===== src/rtl/seg7_scan_driver_pkg.sv =====
// Shared constants and types for the multiplexed 8-digit seven-segment driver.
// Glyphs are active-low, bit order g..a.
package seg7_scan_driver_pkg;

  localparam logic [6:0] GLYPH [16] = '{
    7'b1000000, 7'b1111001, 7'b0100100, 7'b0110000,
    7'b0011001, 7'b0010010, 7'b0000010, 7'b1111000,
    7'b0000000, 7'b0010000, 7'b0001000, 7'b0000011,
    7'b1000110, 7'b0100001, 7'b0000110, 7'b0001110
  };

  localparam logic [7:0] SEG_BLANK = 8'hFF;
  localparam logic [7:0] AN_OFF    = 8'hFF;

  typedef struct packed {
    logic [31:0] data;
    logic [7:0]  dot;
    logic [7:0]  en;
  } disp_t;

endpackage


===== src/rtl/seg7_scan_driver_hex7_decode.sv =====
// Combinational hex nibble to active-low seven-segment glyph (g..a).
module hex7_decode
  import seg7_scan_driver_pkg::*;
(
  input  logic [3:0] hex,
  output logic [6:0] seg
);

  assign seg = GLYPH[hex];

endmodule


===== src/rtl/seg7_scan_driver.sv =====
// Time-multiplexed 8-digit seven-segment driver with frame-aligned updates:
// new content is staged in pending registers and only swapped in at a frame boundary.
module seg7_scan_driver
  import seg7_scan_driver_pkg::*;
#(
  parameter int DIV = 100000
) (
  input  logic        clk,
  input  logic        rst,
  input  logic [31:0] data,
  input  logic [7:0]  dot,
  input  logic [7:0]  en,
  input  logic        load,
  output logic        pend,
  output logic        frame,
  output logic [7:0]  SEG,
  output logic [7:0]  AN
);

  localparam int CW = 20;
  localparam logic [CW-1:0] DIV_M1 = CW'(DIV - 1);

  logic [CW-1:0] cnt;
  logic [2:0]    idx;
  logic          tick;
  logic          boundary;
  disp_t         pending;
  disp_t         active;
  disp_t         incoming;
  logic [3:0]    nib;
  logic [6:0]    glyph;

  assign tick     = (cnt == DIV_M1);
  assign boundary = tick & (idx == 3'd7);
  assign frame    = boundary & ~rst;
  assign incoming = '{data: data, dot: dot, en: en};
  assign nib      = active.data[{idx, 2'b00} +: 4];

  hex7_decode u_dec (
    .hex (nib),
    .seg (glyph)
  );

  always_ff @(posedge clk) begin
    if (rst) begin
      cnt     <= '0;
      idx     <= 3'd0;
      pend    <= 1'b0;
      pending <= '0;
      active  <= '0;
    end else begin
      cnt <= tick ? '0 : cnt + 1'b1;
      if (tick) begin
        idx <= idx + 3'd1;
      end
      // A load landing on the boundary bypasses pending so it shows this frame.
      if (load && boundary) begin
        active <= incoming;
        pend   <= 1'b0;
      end else if (load) begin
        pending <= incoming;
        pend    <= 1'b1;
      end else if (boundary && pend) begin
        active <= pending;
        pend   <= 1'b0;
      end
    end
  end

  always_ff @(posedge clk) begin
    if (rst) begin
      SEG <= SEG_BLANK;
      AN  <= AN_OFF;
    end else if (!active.en[idx]) begin
      SEG <= SEG_BLANK;
      AN  <= AN_OFF;
    end else begin
      SEG <= {~active.dot[idx], glyph};
      AN  <= ~(8'd1 << idx);
    end
  end

endmodule

===== config.mk =====
export PLATFORM = sky130hd
export DESIGN_NAME = seg7_scan_driver
export DESIGN_NICKNAME = d
export VERILOG_FILES = /design/src/rtl/seg7_scan_driver_pkg.sv /design/src/rtl/seg7_scan_driver_hex7_decode.sv /design/src/rtl/seg7_scan_driver.sv
export SDC_FILE = /design/constraint.sdc
export NUM_CORES = 1
export LEC_CHECK = 0
export CAP_MARGIN = 20
export CORE_MARGIN = 3
export CORE_UTILIZATION = 30
export CTS_BUF_LIST = sky130_fd_sc_hd__clkbuf_2
export DETAILED_ROUTE_END_ITERATION = 7
export GPL_TIMING_DRIVEN = 0
export SETUP_SLACK_MARGIN = 0.1
export SKIP_LAST_GASP = 1
export SYNTH_ARGS = -nofsm -noshare
export SYNTH_HDL_FRONTEND = slang
export SYNTH_HIERARCHICAL = 1
export SYNTH_SLANG_ARGS = --single-unit
export TNS_END_PERCENT = 5

===== constraint.sdc =====
create_clock -name clk -period 2.7 [get_ports clk]
set_input_delay 0.405 -clock clk [delete_from_list [all_inputs] [get_ports clk]]
set_output_delay 0.405 -clock clk [all_outputs]
set_load 0.005 [all_outputs]

==> impl_metrics.env <==
export IMPL_io_buffer_count=67
export IMPL_synth_top_area_share_pct=40.1
export IMPL_seq_area_frac_synth_pct=40.1
export IMPL_finalCoreUtilization_pct=37.2
export IMPL_synth_area_mux_share_pct=12.3
export IMPL_drc_errors=0
export IMPL_root_buffer="clkbuf_2"
export IMPL_regArea_um2=2730
export IMPL_synth_edff_count=0
export IMPL_max_slew_worst_pin_slew_ps=810
export IMPL_report_final_setup_viol=0
export IMPL_synth_cells=733
export IMPL_n_antenna_cell=0
export IMPL_end_kind="flop"
export IMPL_place_congestion=0.829
export IMPL_ys_top_cells_by_area="dfxtp_1, nand2b_1, mux2i_1"
export IMPL_num_rows=54
export IMPL_wl_um=17600
export IMPL_r2r_end="SEG[3]$_SDFF_PP1_"
export IMPL_synth_cell_area_um2=6790
export IMPL_synth_top_family_by_area="simple AND/OR/NAND/NOR gates"
export IMPL_r2r_setup_slack_ps=90
export IMPL_n_fill_cell=2245
export IMPL_hold_depth=3
export IMPL_first_iter_violations=312
export IMPL_path_max_fanout=10
export IMPL_clock_latency_ps=710
export IMPL_ios=69
export IMPL_route_met3_wl_um=652
export IMPL_hold_buffers=0
export IMPL_async_reset_ff_share_pct=0
export IMPL_die_area_um2=24500
export IMPL_r2r_start="idx[0]$_SDFFE_PP0N_"
export IMPL_met1_length_um=8390
export IMPL_post_drt_via_cell_ratio=4.87
export IMPL_htree_levels=4
export IMPL_cp_start_kind="flop"
export IMPL_crit_cells=10
export IMPL_via_count=5451
export IMPL_final_cell_mix="dfxtp_1, nand2b_1, clkdlybuf4s50_1, mux2i_1, inv_1"
export IMPL_syn2layout_area_growth_pct=20.6
export IMPL_fin_crit_sh_pct=96.6
export IMPL_synth_compound_gate_area_share_pct=13.3
export IMPL_drive_above_1_share_pct=11.6
export IMPL_crit_path_max_incr_delay_ps=500
export IMPL_power_density_nw_per_um2=443
export IMPL_hold_end="pending[16]$_SDFFE_PP0P_"
export IMPL_hold_path_class="in -> reg"
export IMPL_grt_overflow=0
export IMPL_start_util_pct=30.8
export IMPL_cts_sinks=136
export IMPL_clk_path_buf_depth=2
export IMPL_hold_violations=0
export IMPL_wl_met2_um=8400
export IMPL_core_area_um2=22000
export IMPL_relSlewSlack_pct=45.9
export IMPL_status="finished clean"
export IMPL_grt_pass1_wl_um=28400
export IMPL_worstPathRequired_ps=3310
export IMPL_cts_inserted_buffers=17
export IMPL_ir_worst_vdd_uv=254
export IMPL_r2r_cells=10
export IMPL_antenna_found_initial=0
export IMPL_multi_input_area_um2=3650
export IMPL_rsz0062_at_grt="true"
export IMPL_antenna_left=0
export IMPL_crit_path_top_delay_cell="mux4_2"
export IMPL_dp_slack_ps=-277
export IMPL_fmax_mhz=383
export IMPL_crit_buf_inv=4
export IMPL_drt_pass1_iter_count=4
export IMPL_grt_use_total_pct=14.6
export IMPL_synth_warnings=6
export IMPL_syn_avg_cell_area_um2=9.26
export IMPL_syn_nets=798
export IMPL_arrival_ps=3220
export IMPL_leakagePower_nw=2.86
export IMPL_die_h_um=156
export IMPL_cpLargestDelayFamily="multiplexers"
export IMPL_die_width_um=156
export IMPL_final_common_cell="dfxtp_1"
export IMPL_cts_tree="built"
export IMPL_nets=891
export IMPL_grt_max_degree=17
export IMPL_cts_reportedPaths_clkPinSlew_ps=240
export IMPL_synth_area_leader_cell="dfxtp_1"
export IMPL_grt_pass1_vias=5537
export IMPL_wl_per_cell_um=15.8
export IMPL_maxSlewViolCount=0
export IMPL_max_cap_violations=0
export IMPL_layout_setup_ws_ps=92.0
export IMPL_synth_cell_types=48
export IMPL_dr_max_layer_used="met4"
export IMPL_yosys_area_share_simple_pct=23.1
export IMPL_clock_skew_ps=47.3
export IMPL_synth_seq_cells=136
export IMPL_min_period_ps=2610
export IMPL_place_hpwl_um=13100
export IMPL_synth_ff_type="dfxtp_1"
export IMPL_critPathKind="reg -> reg"
export IMPL_synthAdderAreaFrac_pct=2.58
export IMPL_synth_xor_area_share_pct=1.55
export IMPL_worstHoldStart="rst"
export IMPL_path_cells="clkbuf_8 > buf_12 > mux4_2 > nand2_1 > nand2_2 > inv_2 > ha_1 > inv_1 > mux4_1 > or3_1"
==> worst reg2reg max path, stage by stage, from the launching register on <==
cell and delay, ps:
dfxtp_2 380, clkbuf_8 160, buf_12 150, mux4_2 510, nand2_1 100, nand2_2 100
inv_2 110, ha_1 150, inv_1 40, mux4_1 460, or3_1 360
==> synth_stat cells (15+ instances only) <==
cell	n
or3_1	15
nor2_1	19
mux2i_1	54
o22a_1	22
nand2b_1	113
a21oi_1	27
inv_1	50
dfxtp_1	136
nand2_1	27
a211oi_1	27
clkbuf_1	44
nor3_1	34
==> power breakdown <==
group	leakage, nW	total, mW	switching (mW)	internal [mW]
Clock	0.131	1.16	0.817	0.341
Sequential	1.11	2.09	0.0285	2.06
Combinational	1.62	0.376	0.186	0.190
Total	2.86	3.62	1.03	2.59
==> layer usage <==
layer / GRT usage [%] / vias to the layer above
met5: 0 / -
met4: 3.71 / 0
met3: 3.73 / 15
met2: 24.1 / 107
met1: 19.1 / 2566
li1: - / 2763
==> worst max path at each step <==
stage / start / end / slack (ps)
finish: idx[0]$_SDFFE_PP0N_ / SEG[3]$_SDFF_PP1_ / 90
global placement: idx[1]$_SDFFE_PP0N_ / SEG[3]$_SDFF_PP1_ / -230
CTS: cnt[1]$_SDFF_PP0_ / frame / 70
global route: idx[0]$_SDFFE_PP0N_ / SEG[3]$_SDFF_PP1_ / -40
floorplan: idx[0]$_SDFFE_PP0N_ / SEG[3]$_SDFF_PP1_ / 130
detailed placement: idx[1]$_SDFFE_PP0N_ / SEG[3]$_SDFF_PP1_ / -280
==> kinds of logic (layout without fill, tap and decap cells) <==
group | Yosys count | in the layout
AOI/OAI and AO/OA | 125 | 125
xor gates and xnor gates | 12 | 12
adders and majority gates | 14 | 14
buffers and inverters | 113 | 219
DFF | 136 | 136
muxes | 67 | 67
and+or+nand+nor | 266 | 266
==> flip-flops by register name (all words and copies together) (netlist names) <==
| name | flops |
|---|---|
| cnt | 20 |
| SEG | 8 |
| pending | 48 |
| AN | 8 |
| active | 48 |
| pend | 1 |
| idx | 3 |
==> what timing repair did <==
action	CTS	global route
buffers inserted	7	0
resized for setup	33	1
endpoints found under the hold margin	0	0
endpoints found under the setup margin	8	13
pin swaps	3	0
==> cell type report <==
cell class / instances / area share [%]
Multi-Input combinational cell: 484 / 44.6
Clock buffer: 18 / 1.10
Timing Repair Buffer: 74 / 8.77
Buffer: 62 / 4.02
Clock inverter: 14 / 1.53
Tap cell: 280 / 4.28
Inverter: 51 / 2.34
Sequential cell: 136 / 33.3
==> metrics by stage <==
stage / power, mW / TNS [ps] / instances / hold WS [ps] / cell area [um^2]
after floorplan: 2.33 / 0 / 733 / 430 / 6800
after detailed placement: 2.50 / -534 / 1080 / 443 / 7820
after global placement: 2.50 / -322 / 1080 / 444 / 7820
after CTS: 3.67 / 0 / 1119 / 115 / 8180
after global routing: 3.80 / -63.1 / 1119 / 150 / 8190
final: 3.62 / 0 / 1119 / 190 / 8190
Power figures use the tool's default switching activity.
